`src/rtl/axis_bus_demux.sv`:
```
// 1:8 AXI-Stream packet router: each packet is steered whole to the output chosen by bus_sel on its first beat.
// Optional macro AXIS_DEMUX_DROP_EN discards packets with an invalid bus_sel and counts them on drop_cnt.
//
// state | meaning
// IDLE  | waiting for the first beat of a packet
// ROUTE | forwarding beats of the current packet to r_dest
// DROP  | discarding beats of a packet with invalid bus_sel (AXIS_DEMUX_DROP_EN only)
module axis_bus_demux #(
  parameter logic [7:0] CHOOSE_FIFO_BASE = 8'd128,
  parameter int         DATA_W           = 32
) (
  input  logic                axis_aclk,
  input  logic                axis_aresetn,
  input  logic [7:0]          bus_sel,

  input  logic                axis_in_tvalid,
  output logic                axis_in_tready,
  input  logic [DATA_W-1:0]   axis_in_tdata,
  input  logic [DATA_W/8-1:0] axis_in_tkeep,
  input  logic                axis_in_tlast,

  output logic                axis_out_0_tvalid,
  input  logic                axis_out_0_tready,
  output logic [DATA_W-1:0]   axis_out_0_tdata,
  output logic [DATA_W/8-1:0] axis_out_0_tkeep,
  output logic                axis_out_0_tlast,

  output logic                axis_out_1_tvalid,
  input  logic                axis_out_1_tready,
  output logic [DATA_W-1:0]   axis_out_1_tdata,
  output logic [DATA_W/8-1:0] axis_out_1_tkeep,
  output logic                axis_out_1_tlast,

  output logic                axis_out_2_tvalid,
  input  logic                axis_out_2_tready,
  output logic [DATA_W-1:0]   axis_out_2_tdata,
  output logic [DATA_W/8-1:0] axis_out_2_tkeep,
  output logic                axis_out_2_tlast,

  output logic                axis_out_3_tvalid,
  input  logic                axis_out_3_tready,
  output logic [DATA_W-1:0]   axis_out_3_tdata,
  output logic [DATA_W/8-1:0] axis_out_3_tkeep,
  output logic                axis_out_3_tlast,

  output logic                axis_out_4_tvalid,
  input  logic                axis_out_4_tready,
  output logic [DATA_W-1:0]   axis_out_4_tdata,
  output logic [DATA_W/8-1:0] axis_out_4_tkeep,
  output logic                axis_out_4_tlast,

  output logic                axis_out_5_tvalid,
  input  logic                axis_out_5_tready,
  output logic [DATA_W-1:0]   axis_out_5_tdata,
  output logic [DATA_W/8-1:0] axis_out_5_tkeep,
  output logic                axis_out_5_tlast,

  output logic                axis_out_6_tvalid,
  input  logic                axis_out_6_tready,
  output logic [DATA_W-1:0]   axis_out_6_tdata,
  output logic [DATA_W/8-1:0] axis_out_6_tkeep,
  output logic                axis_out_6_tlast,

  output logic                axis_out_7_tvalid,
  input  logic                axis_out_7_tready,
  output logic [DATA_W-1:0]   axis_out_7_tdata,
  output logic [DATA_W/8-1:0] axis_out_7_tkeep,
  output logic                axis_out_7_tlast,

  output logic                busy
`ifdef AXIS_DEMUX_DROP_EN
  ,
  output logic [15:0]         drop_cnt
`endif
);

  localparam int KEEP_W = DATA_W / 8;

  localparam logic [1:0] S_IDLE  = 2'd0;
  localparam logic [1:0] S_ROUTE = 2'd1;
`ifdef AXIS_DEMUX_DROP_EN
  localparam logic [1:0] S_DROP  = 2'd2;
`endif

  logic [1:0]        r_state;
  logic [1:0]        w_state_nxt;
  logic [2:0]        r_dest;
  logic              r_sv;
  logic [DATA_W-1:0] r_data;
  logic [KEEP_W-1:0] r_keep;
  logic              r_last;

  logic [7:0]        w_sel_off;
  logic              w_sel_ok;
  logic [7:0]        w_out_tready;
  logic [7:0]        w_out_tvalid;
  logic              w_dest_ready;
  logic              w_free;
  logic              w_in_tready;
  logic              w_load;
  logic              w_first;
`ifdef AXIS_DEMUX_DROP_EN
  logic              w_discard;
  logic [15:0]       r_drop_cnt;
`endif

  // Codes below the base wrap to large values, so one compare rejects both sides of the window.
  assign w_sel_off = bus_sel - CHOOSE_FIFO_BASE;
  assign w_sel_ok  = (w_sel_off < 8'd8);

  assign w_out_tready = {axis_out_7_tready, axis_out_6_tready, axis_out_5_tready, axis_out_4_tready,
                         axis_out_3_tready, axis_out_2_tready, axis_out_1_tready, axis_out_0_tready};

  assign w_dest_ready = w_out_tready[r_dest];
  // The slice can take a beat if it is empty or its current beat leaves this cycle.
  assign w_free       = !r_sv || w_dest_ready;

  always_comb begin
    w_in_tready = 1'b0;
    w_load      = 1'b0;
    w_first     = 1'b0;
`ifdef AXIS_DEMUX_DROP_EN
    w_discard   = 1'b0;
`endif
    case (r_state)
      S_IDLE: begin
        if (w_sel_ok) begin
          w_in_tready = w_free;
          w_load      = axis_in_tvalid && w_free;
          w_first     = 1'b1;
        end else begin
`ifdef AXIS_DEMUX_DROP_EN
          w_in_tready = 1'b1;
          w_discard   = axis_in_tvalid;
`endif
        end
      end
      S_ROUTE: begin
        w_in_tready = w_free;
        w_load      = axis_in_tvalid && w_free;
      end
`ifdef AXIS_DEMUX_DROP_EN
      S_DROP: begin
        w_in_tready = 1'b1;
        w_discard   = axis_in_tvalid;
      end
`endif
      default: begin
        w_in_tready = 1'b0;
      end
    endcase
  end

  always_comb begin
    w_state_nxt = r_state;
    case (r_state)
      S_IDLE: begin
        if (w_load && !axis_in_tlast) begin
          w_state_nxt = S_ROUTE;
        end
`ifdef AXIS_DEMUX_DROP_EN
        if (w_discard && !axis_in_tlast) begin
          w_state_nxt = S_DROP;
        end
`endif
      end
      S_ROUTE: begin
        if (w_load && axis_in_tlast) begin
          w_state_nxt = S_IDLE;
        end
      end
`ifdef AXIS_DEMUX_DROP_EN
      S_DROP: begin
        if (w_discard && axis_in_tlast) begin
          w_state_nxt = S_IDLE;
        end
      end
`endif
      default: begin
        w_state_nxt = S_IDLE;
      end
    endcase
  end

  always_ff @(posedge axis_aclk) begin
    if (!axis_aresetn) begin
      r_state <= S_IDLE;
      r_dest  <= 3'd0;
      r_sv    <= 1'b0;
      r_data  <= '0;
      r_keep  <= '0;
      r_last  <= 1'b0;
    end else begin
      r_state <= w_state_nxt;
      if (w_load) begin
        r_sv   <= 1'b1;
        r_data <= axis_in_tdata;
        r_keep <= axis_in_tkeep;
        r_last <= axis_in_tlast;
        // Only a first beat retargets; w_free guarantees no pending beat is redirected.
        if (w_first) begin
          r_dest <= w_sel_off[2:0];
        end
      end else if (r_sv && w_dest_ready) begin
        r_sv <= 1'b0;
      end
    end
  end

`ifdef AXIS_DEMUX_DROP_EN
  always_ff @(posedge axis_aclk) begin
    if (!axis_aresetn) begin
      r_drop_cnt <= 16'd0;
    end else if (w_discard && axis_in_tlast && (r_drop_cnt != 16'hFFFF)) begin
      r_drop_cnt <= r_drop_cnt + 16'd1;
    end
  end

  assign drop_cnt = r_drop_cnt;
`endif

  always_comb begin
    for (int i = 0; i < 8; i++) begin
      w_out_tvalid[i] = r_sv && (r_dest == 3'(i));
    end
  end

  assign axis_in_tready = w_in_tready;
  assign busy           = (r_state != S_IDLE) || r_sv;

  assign axis_out_0_tvalid = w_out_tvalid[0];
  assign axis_out_1_tvalid = w_out_tvalid[1];
  assign axis_out_2_tvalid = w_out_tvalid[2];
  assign axis_out_3_tvalid = w_out_tvalid[3];
  assign axis_out_4_tvalid = w_out_tvalid[4];
  assign axis_out_5_tvalid = w_out_tvalid[5];
  assign axis_out_6_tvalid = w_out_tvalid[6];
  assign axis_out_7_tvalid = w_out_tvalid[7];

  assign axis_out_0_tdata = r_data;
  assign axis_out_1_tdata = r_data;
  assign axis_out_2_tdata = r_data;
  assign axis_out_3_tdata = r_data;
  assign axis_out_4_tdata = r_data;
  assign axis_out_5_tdata = r_data;
  assign axis_out_6_tdata = r_data;
  assign axis_out_7_tdata = r_data;

  assign axis_out_0_tkeep = r_keep;
  assign axis_out_1_tkeep = r_keep;
  assign axis_out_2_tkeep = r_keep;
  assign axis_out_3_tkeep = r_keep;
  assign axis_out_4_tkeep = r_keep;
  assign axis_out_5_tkeep = r_keep;
  assign axis_out_6_tkeep = r_keep;
  assign axis_out_7_tkeep = r_keep;

  assign axis_out_0_tlast = r_last;
  assign axis_out_1_tlast = r_last;
  assign axis_out_2_tlast = r_last;
  assign axis_out_3_tlast = r_last;
  assign axis_out_4_tlast = r_last;
  assign axis_out_5_tlast = r_last;
  assign axis_out_6_tlast = r_last;
  assign axis_out_7_tlast = r_last;

endmodule

```
`config.mk`:
```
export PLATFORM = sky130hd
export DESIGN_NAME = axis_bus_demux
export DESIGN_NICKNAME = d
export VERILOG_FILES = /design/src/rtl/axis_bus_demux.sv
export SDC_FILE = /design/constraint.sdc
export NUM_CORES = 1
export LEC_CHECK = 0
export BUFFER_PORTS_ARGS = -buffer_cell sky130_fd_sc_hd__buf_4
export CORE_AREA = 2 2 142 144
export DETAILED_ROUTE_END_ITERATION = 12
export DIE_AREA = 0 0 144 146
export PLACE_DENSITY = 0.6
export SLEW_MARGIN = 40
export SYNTH_ARGS = -nofsm -noshare
export SYNTH_HDL_FRONTEND = slang
export SYNTH_SLANG_ARGS = --single-unit
```
`constraint.sdc`:
```
create_clock -name axis_aclk -period 2.85 [get_ports axis_aclk]
set_clock_uncertainty 0.15 [all_clocks]
set_input_delay 0.1425 -clock axis_aclk [delete_from_list [all_inputs] [get_ports axis_aclk]]
set_output_delay 0.1425 -clock axis_aclk [all_outputs]
set_load 0.01 [all_outputs]
```
==> reports/metrics.sh, run 1 <==
OUTCOME='complete, no violations'
DETAIL_ROUTE.VIAS_PER_CELL=3.43
LAYOUT-AREA-OVERHEAD-VS-SYNTH_PCT=42.0
SYN-NUM-NETS=524
SYNTH_COMPOUND_AREA_FRAC=0.0122
SLEW_VIOL_FINAL=0
SYNTH.LIB_CELLS_USED.DISTINCT=20
ROW_COUNT=51
CLK_PIN_SLEW_PS=60
FINAL_LAYOUT_SIZE_SUFFIX_GT1_FRAC=0.617
FLOORPLAN.INITIALDENSITY=0.195
WHS_PATH_DEPTH=4
TRITONCTS='built'
CTS_NUM_SINKS=42
WHS_PS=86.4
WORSTPATHARRIVAL_PS=2420
DR_TOTAL_VIAS=2982
SETUP_VIOL_COUNT_FINAL=0
SYNTH_WARNINGS=0
SYNTH.AREA.TOP_CELLS='sky130_fd_sc_hd__buf_4, sky130_fd_sc_hd__dfxtp_1, sky130_fd_sc_hd__mux2i_1, sky130_fd_sc_hd__nand2_1, sky130_fd_sc_hd__clkbuf_1'
WORST-R2R-CELL-COUNT=5
ANTENNADIODECOUNT=0
PATH_MAX_FANOUT=21
FP.DIEH_MICRONS=146
HTREEDEPTH=2
SYNTHADDERAREAFRAC=0
POST_SYNTH_XOR_AREA_FRACTION=0
GRT_START_MAX_NET_PINS=70
CLOCK_PATH_BUFFERS=2
P_LEAK_nW=2.78
P_PER_AREA_nW_PER_UM2=280
SYNTHDOMINANTCELLAREASHARE=0.520
GRT_PASS1_VIAS=2544
MULTI_INPUT_AREA_SQ_UM=920
POST_SYNTHESIS_CELL_TYPE_WITH_THE_LARGEST_COMBINED_AREA='sky130_fd_sc_hd__buf_4'
POST_CTS_BUFFERS=0
CTS_INSERTED_BUFFERS=5
FINAL_NET_COUNT=662
GRT_SETUP_UNREPAIRED='false'
CTS-ROOT-BUF='sky130_fd_sc_hd__clkbuf_16'
SEQ_AREA_FRAC_SYNTH=0.222
WORSTSETUPPATHTYPE='reg2reg'
FINAL.SETUP.TNS_PS=0
MAX_SLEW_MARGIN=0.532
WORST_IR_DROP_ON_VDD_uV=183
GRT_PASS1_WL_MICRONS=13500
FILLERINSTANCES=2082
SYNTHESIS.INSTANCES=468
WORST_SLEW_PIN_SLEW_PS=702
SYNTHESIS.AREA_SQ_UM=3780
DIEAREA_SQ_UM=21000
ANTENNA_LEFT=0
DRT-TOTAL-WL_MICRONS=9820
FINAL_AREA_SQ_UM=5370
REQUIRED_TIME_WORST_ENDPOINT_PS=2920
GRT_UTIL_OVERALL=0.0818
CORE_REGION_AREA_SQ_UM=19300
AVGROUTEDWIREPERCELL_MICRONS=11.3
FMAXACHIEVABLE_GHz=0.426
MIN_PERIOD_OVER_PERIOD=0.824
POST-LAYOUT-TOTAL-POWER_mW=1.50
ANTENNA_FOUND_INITIAL=0
CRITPATHLAUNCHTYPE='flip-flop'
TOP_PORTS=362
DP_HPWL_MICRONS=7430
HOLD_CLASS='in2reg'
DETAIL_ROUTE.FIRST_PASS.ITERATIONS=4
SYNTH_TOP_FAMILY_BY_AREA='buffers and inverters'
YS_SEQ_ELEMENTS=42
PORT-BUFFER-COUNT=361
DPL_CELL_AREA_SQ_UM=4830
DRC=0
POST_SYNTH_MUX_AREA_SHARE=0.122
FIRST_ITER_VIOLATIONS=57
FP.DIEW_MICRONS=144
GR-TOTAL-OVERFLOW=0
WORST_SETUP_PATH_END_KIND='flip-flop'
PERIOD_MINUS_SLACK_PS=2350
CLK_LATENCY_PS=290
CAP_VIOL_MAX_COUNT=0
TIMING.FINAL.HOLD_VIOLATIONS=0
SYNTH-SIMPLE-AREA-SHARE=0.107
GP_CONGESTION=0.669
REGAREA_SQ_UM=841
SYN_AREA_PER_CELL_SQ_UM=8.08
## where the power goes
| part | total, mW | switching, mW | internal (mW) |
|---|---|---|---|
| clock network | 0.578 | 0.239 | 0.339 |
| registers | 0.620 | 0.0230 | 0.597 |
| logic | 0.306 | 0.121 | 0.185 |
| total | 1.50 | 0.382 | 1.12 |
## final timing paths
path,from,endpoint,slack [ps]
setup / recovery,r_dest[1],axis_out_0_tdata[24],500
hold / removal,axis_in_tvalid,r_state[0],90
setup reg to reg,r_dest[1],axis_out_0_tdata[24],500
hold reg to reg,r_state[0],r_state[0],350
## cells by family after synthesis
group	Yosys count
buffers and inverters	274
DFF	42
AOI/OAI and AO/OA	6
muxes	45
and+or+nand+nor	101
## state kept, by name, indices dropped and copies added (netlist names)
name / flops
r_sv: 1
axis_out_0_tdata: 32
axis_out_0_tlast: 1
r_state: 1
r_dest: 3
axis_out_0_tkeep: 4
## final cells by class
type / instances / area share
flip-flops and latches: 42 / 0.157
well taps: 265 / 0.0618
multi-input cells: 152 / 0.171
repair buffers: 404 / 0.584
clock buffers: 6 / 0.0259
inverters: 1 / 0.000699
## Yosys cell counts
cell / instances
sky130_fd_sc_hd__buf_4: 262
sky130_fd_sc_hd__nand2_1: 84
sky130_fd_sc_hd__mux2i_1: 44
sky130_fd_sc_hd__dfxtp_1: 42
sky130_fd_sc_hd__clkbuf_1: 9
sky130_fd_sc_hd__nor2_1: 8
sky130_fd_sc_hd__nand2b_1: 3
sky130_fd_sc_hd__a21oi_1: 2
sky130_fd_sc_hd__buf_6: 2
sky130_fd_sc_hd__nor3_1: 2
sky130_fd_sc_hd__a211o_1: 1
sky130_fd_sc_hd__a211oi_2: 1
sky130_fd_sc_hd__a22oi_1: 1
sky130_fd_sc_hd__and2_1: 1
sky130_fd_sc_hd__inv_1: 1
sky130_fd_sc_hd__mux4_2: 1
sky130_fd_sc_hd__nand4b_1: 1
sky130_fd_sc_hd__nor3b_1: 1
sky130_fd_sc_hd__o21a_1: 1
sky130_fd_sc_hd__or2_2: 1
## cells in the final DEF, fill, tap and decap left out, types with 2 or more instances in the layout
cell type and instances:
sky130_fd_sc_hd__buf_4 364, sky130_fd_sc_hd__nand2_1 84, sky130_fd_sc_hd__mux2i_1 44, sky130_fd_sc_hd__dfxtp_1 42, sky130_fd_sc_hd__dlygate4sd3_1 40, sky130_fd_sc_hd__nor2_1 8, sky130_fd_sc_hd__clkbuf_16 5, sky130_fd_sc_hd__nand2b_1 3
sky130_fd_sc_hd__a21oi_1 2, sky130_fd_sc_hd__nor3_1 2
## critical path, stage by stage (launching register included)
cell and delay (ps):
sky130_fd_sc_hd__dfxtp_1 550, sky130_fd_sc_hd__mux2i_1 130, sky130_fd_sc_hd__mux4_2 550, sky130_fd_sc_hd__a211oi_4 270, sky130_fd_sc_hd__buf_4 380, sky130_fd_sc_hd__mux2i_1 220
## per-stage QoR
stage               std cells  setup WS, ps   util
floorplan                 468           761      -
finish                    870           502  0.278
CTS                       870           494  0.278
detailed placement        824           511  0.250
global route              870           368  0.278
global placement          824           560  0.250
## per-layer routing
layer	wire length (microns)	GRT usage
met5	0	0
met4	115	0.0250
met3	1000	0.0227
met2	5070	0.155
met1	3630	0.0863
## what timing repair did
action,CTS,global route
endpoints found under the hold margin,41,0
resized for setup,0,0
hold buffers,40,0
(Power assumes the default switching activity.)
==> run 2: changes to the inputs <==
CORE_AREA = 2 2 141 143   (was 2 2 142 144)
DIE_AREA = 0 0 143 145   (was 0 0 144 146)
PLACE_DENSITY = 0.62   (was 0.6)
clock period = 2.1 ns   (was 2.85 ns; I/O delays follow)
==> run 2 against run 1 <==
Effect of this change:
- worst hold slack got worse by 68 ps
- combinational power rose by 40%
- largest power group unchanged
- critical path type unchanged
- largest cell class unchanged
- setup slack got worse by 410 ps
- core utilization rose by 0.83 points
- non-clock buffer count rose by 7
==> reports/metrics.sh, run 2 (same netlist as run 1, synthesis figures left out) <==
OUTCOME='complete, no violations'
FIRST_ITER_VIOLATIONS=74
FMAXACHIEVABLE_GHz=0.498
DPL_CELL_AREA_SQ_UM=4900
POST-ROUTE-UTIL=0.286
GP_CONGESTION=0.687
DRT-TOTAL-WL_MICRONS=10200
DP_HPWL_MICRONS=7710
FINAL_CELLS=879
P_PER_AREA_nW_PER_UM2=379
FP.DIEH_MICRONS=145
PATH_MAX_FANOUT=17
GRT_PASS1_VIAS=2601
TRITONCTS='built'
GRT_PASS1_WL_MICRONS=14000
REGAREA_SQ_UM=845
TOP_PORTS=362
LAYOUT_COMMON_CELLS='sky130_fd_sc_hd__buf_4, sky130_fd_sc_hd__nand2_1, sky130_fd_sc_hd__mux2i_1'
DRC=0
DETAIL_ROUTE.FIRST_PASS.ITERATIONS=6
CAP_VIOL_MAX_COUNT=0
WORSTPATHARRIVAL_PS=2080
AVGROUTEDWIREPERCELL_MICRONS=11.6
DR_TOTAL_VIAS=3043
WORST_SLEW_PIN_SLEW_PS=600
FLOORPLAN.INITIALDENSITY=0.197
PERIOD_MINUS_SLACK_PS=2010
WORST_SLACK_PS=91.2
MAX_SLEW_MARGIN=0.600
WORST_SETUP_PATH_END_KIND='flip-flop'
REQUIRED_TIME_WORST_ENDPOINT_PS=2170
LARGEST_REG_FLOPS=32
GRT_START_MAX_NET_PINS=46
FINAL.SETUP.TNS_PS=0
ANTENNA_LEFT=0
HOLD_CLASS='in2reg'
CLOCK_PATH_BUFFERS=2
FINAL_LAYOUT_SIZE_SUFFIX_GT1_FRAC=0.624
PORT-BUFFER-COUNT=361
TIMING.FINAL.HOLD_VIOLATIONS=0
MULTI_INPUT_AREA_SQ_UM=923
CTS_NUM_SINKS=42
FINAL_NET_COUNT=669
PRE_CTS_WS_PS=-14.9
P_LEAK_nW=2.84
FINAL_AREA_SQ_UM=5490
FP.DIEW_MICRONS=143
FILLERINSTANCES=2039
MIN_PERIOD_OVER_PERIOD=0.957
WORST_IR_DROP_ON_VDD_uV=237
WHS_PATH_DEPTH=4
FINAL_COMMON_CELL='sky130_fd_sc_hd__buf_4'
SLEW_VIOL_FINAL=0
GRT_UTIL_OVERALL=0.0847
WHS_PS=18.3
CTS_INSERTED_BUFFERS=5
CORE_REGION_AREA_SQ_UM=19200
ANTENNA_FOUND_INITIAL=0
HTREEDEPTH=2
WORST-R2R-CELL-COUNT=6
GR-TOTAL-OVERFLOW=0
ROW_COUNT=51
ANTENNADIODECOUNT=0
DETAIL_ROUTE.VIAS_PER_CELL=3.46
DP.CELLS=828
DIEAREA_SQ_UM=20700
CTS-ROOT-BUF='sky130_fd_sc_hd__clkbuf_16'
CLK_LATENCY_PS=290
POST-LAYOUT-TOTAL-POWER_mW=2.08
CLK_PIN_SLEW_PS=70
WORSTSETUPPATHTYPE='reg2reg'
LAYOUT-AREA-OVERHEAD-VS-SYNTH_PCT=45.3
CRITPATHLAUNCHTYPE='flip-flop'
SETUP_VIOL_COUNT_FINAL=0
-- run 2: changes by cell type in the layout (fill, tap and decap cells not counted) --
cell / delta
sky130_fd_sc_hd__clkbuf_16: +1
sky130_fd_sc_hd__dfxtp_4: +1
sky130_fd_sc_hd__dfxtp_1: -1
sky130_fd_sc_hd__clkbuf_1: +1
sky130_fd_sc_hd__buf_4: +3
sky130_fd_sc_hd__mux2i_2: +1
sky130_fd_sc_hd__buf_12: +3
sky130_fd_sc_hd__mux2i_1: -1
sky130_fd_sc_hd__clkinv_2: +1
-- run 2: area by class of cell --
| cell class | instances | area share |
|---|---|---|
| Clock inverter | 1 | 0.000911 |
| Timing Repair Buffer | 411 | 0.590 |
| Clock buffer | 7 | 0.0260 |
| Multi-Input combinational cell | 152 | 0.168 |
| Inverter | 1 | 0.000684 |
| Sequential cell | 42 | 0.154 |
| Tap cell | 265 | 0.0604 |
-- run 2: worst max-delay path, cell delays in order (launching register included) --
cell                       delay [ps]
sky130_fd_sc_hd__dfxtp_4          370
sky130_fd_sc_hd__mux2i_1          110
sky130_fd_sc_hd__mux4_2           520
sky130_fd_sc_hd__a211oi_4         230
sky130_fd_sc_hd__buf_4            170
sky130_fd_sc_hd__buf_12           170
sky130_fd_sc_hd__mux2i_1          210
-- run 2: worst paths after layout --
check                  from                   end  slack [ps]
min          axis_in_tvalid            r_state[0]          20
max reg2reg       r_dest[1]  axis_out_0_tdata[11]          90
max               r_dest[1]  axis_out_0_tdata[11]          90
min reg2reg      r_state[0]            r_state[0]         350
-- run 2: timing repair --
action | 4_1_cts | 5_1_grt
resized for setup | 2 | 1
hold buffers | 40 | 0
pin swaps | 1 | 1
setup endpoints to repair | 25 | 32
endpoints found under the hold margin | 41 | 0
setup buffers | 0 | 3
gates cloned | 0 | 1
-- run 2: power by group --
part | internal [mW] | switching (mW) | leakage [nW]
clock network | 0.473 | 0.339 | 0.0739
registers | 0.809 | 0.0319 | 0.340
logic | 0.261 | 0.168 | 2.43
total | 1.54 | 0.538 | 2.84
-- run 2: metal layers --
layer | global-route usage | wire length, microns | up-vias
met3 | 0.0238 | 957 | 8
met1 | 0.0913 | 3910 | 1357
li1 | - | - | 1486
met4 | 0.0282 | 114 | 0
met5 | 0 | 0 | -
met2 | 0.156 | 5220 | 192
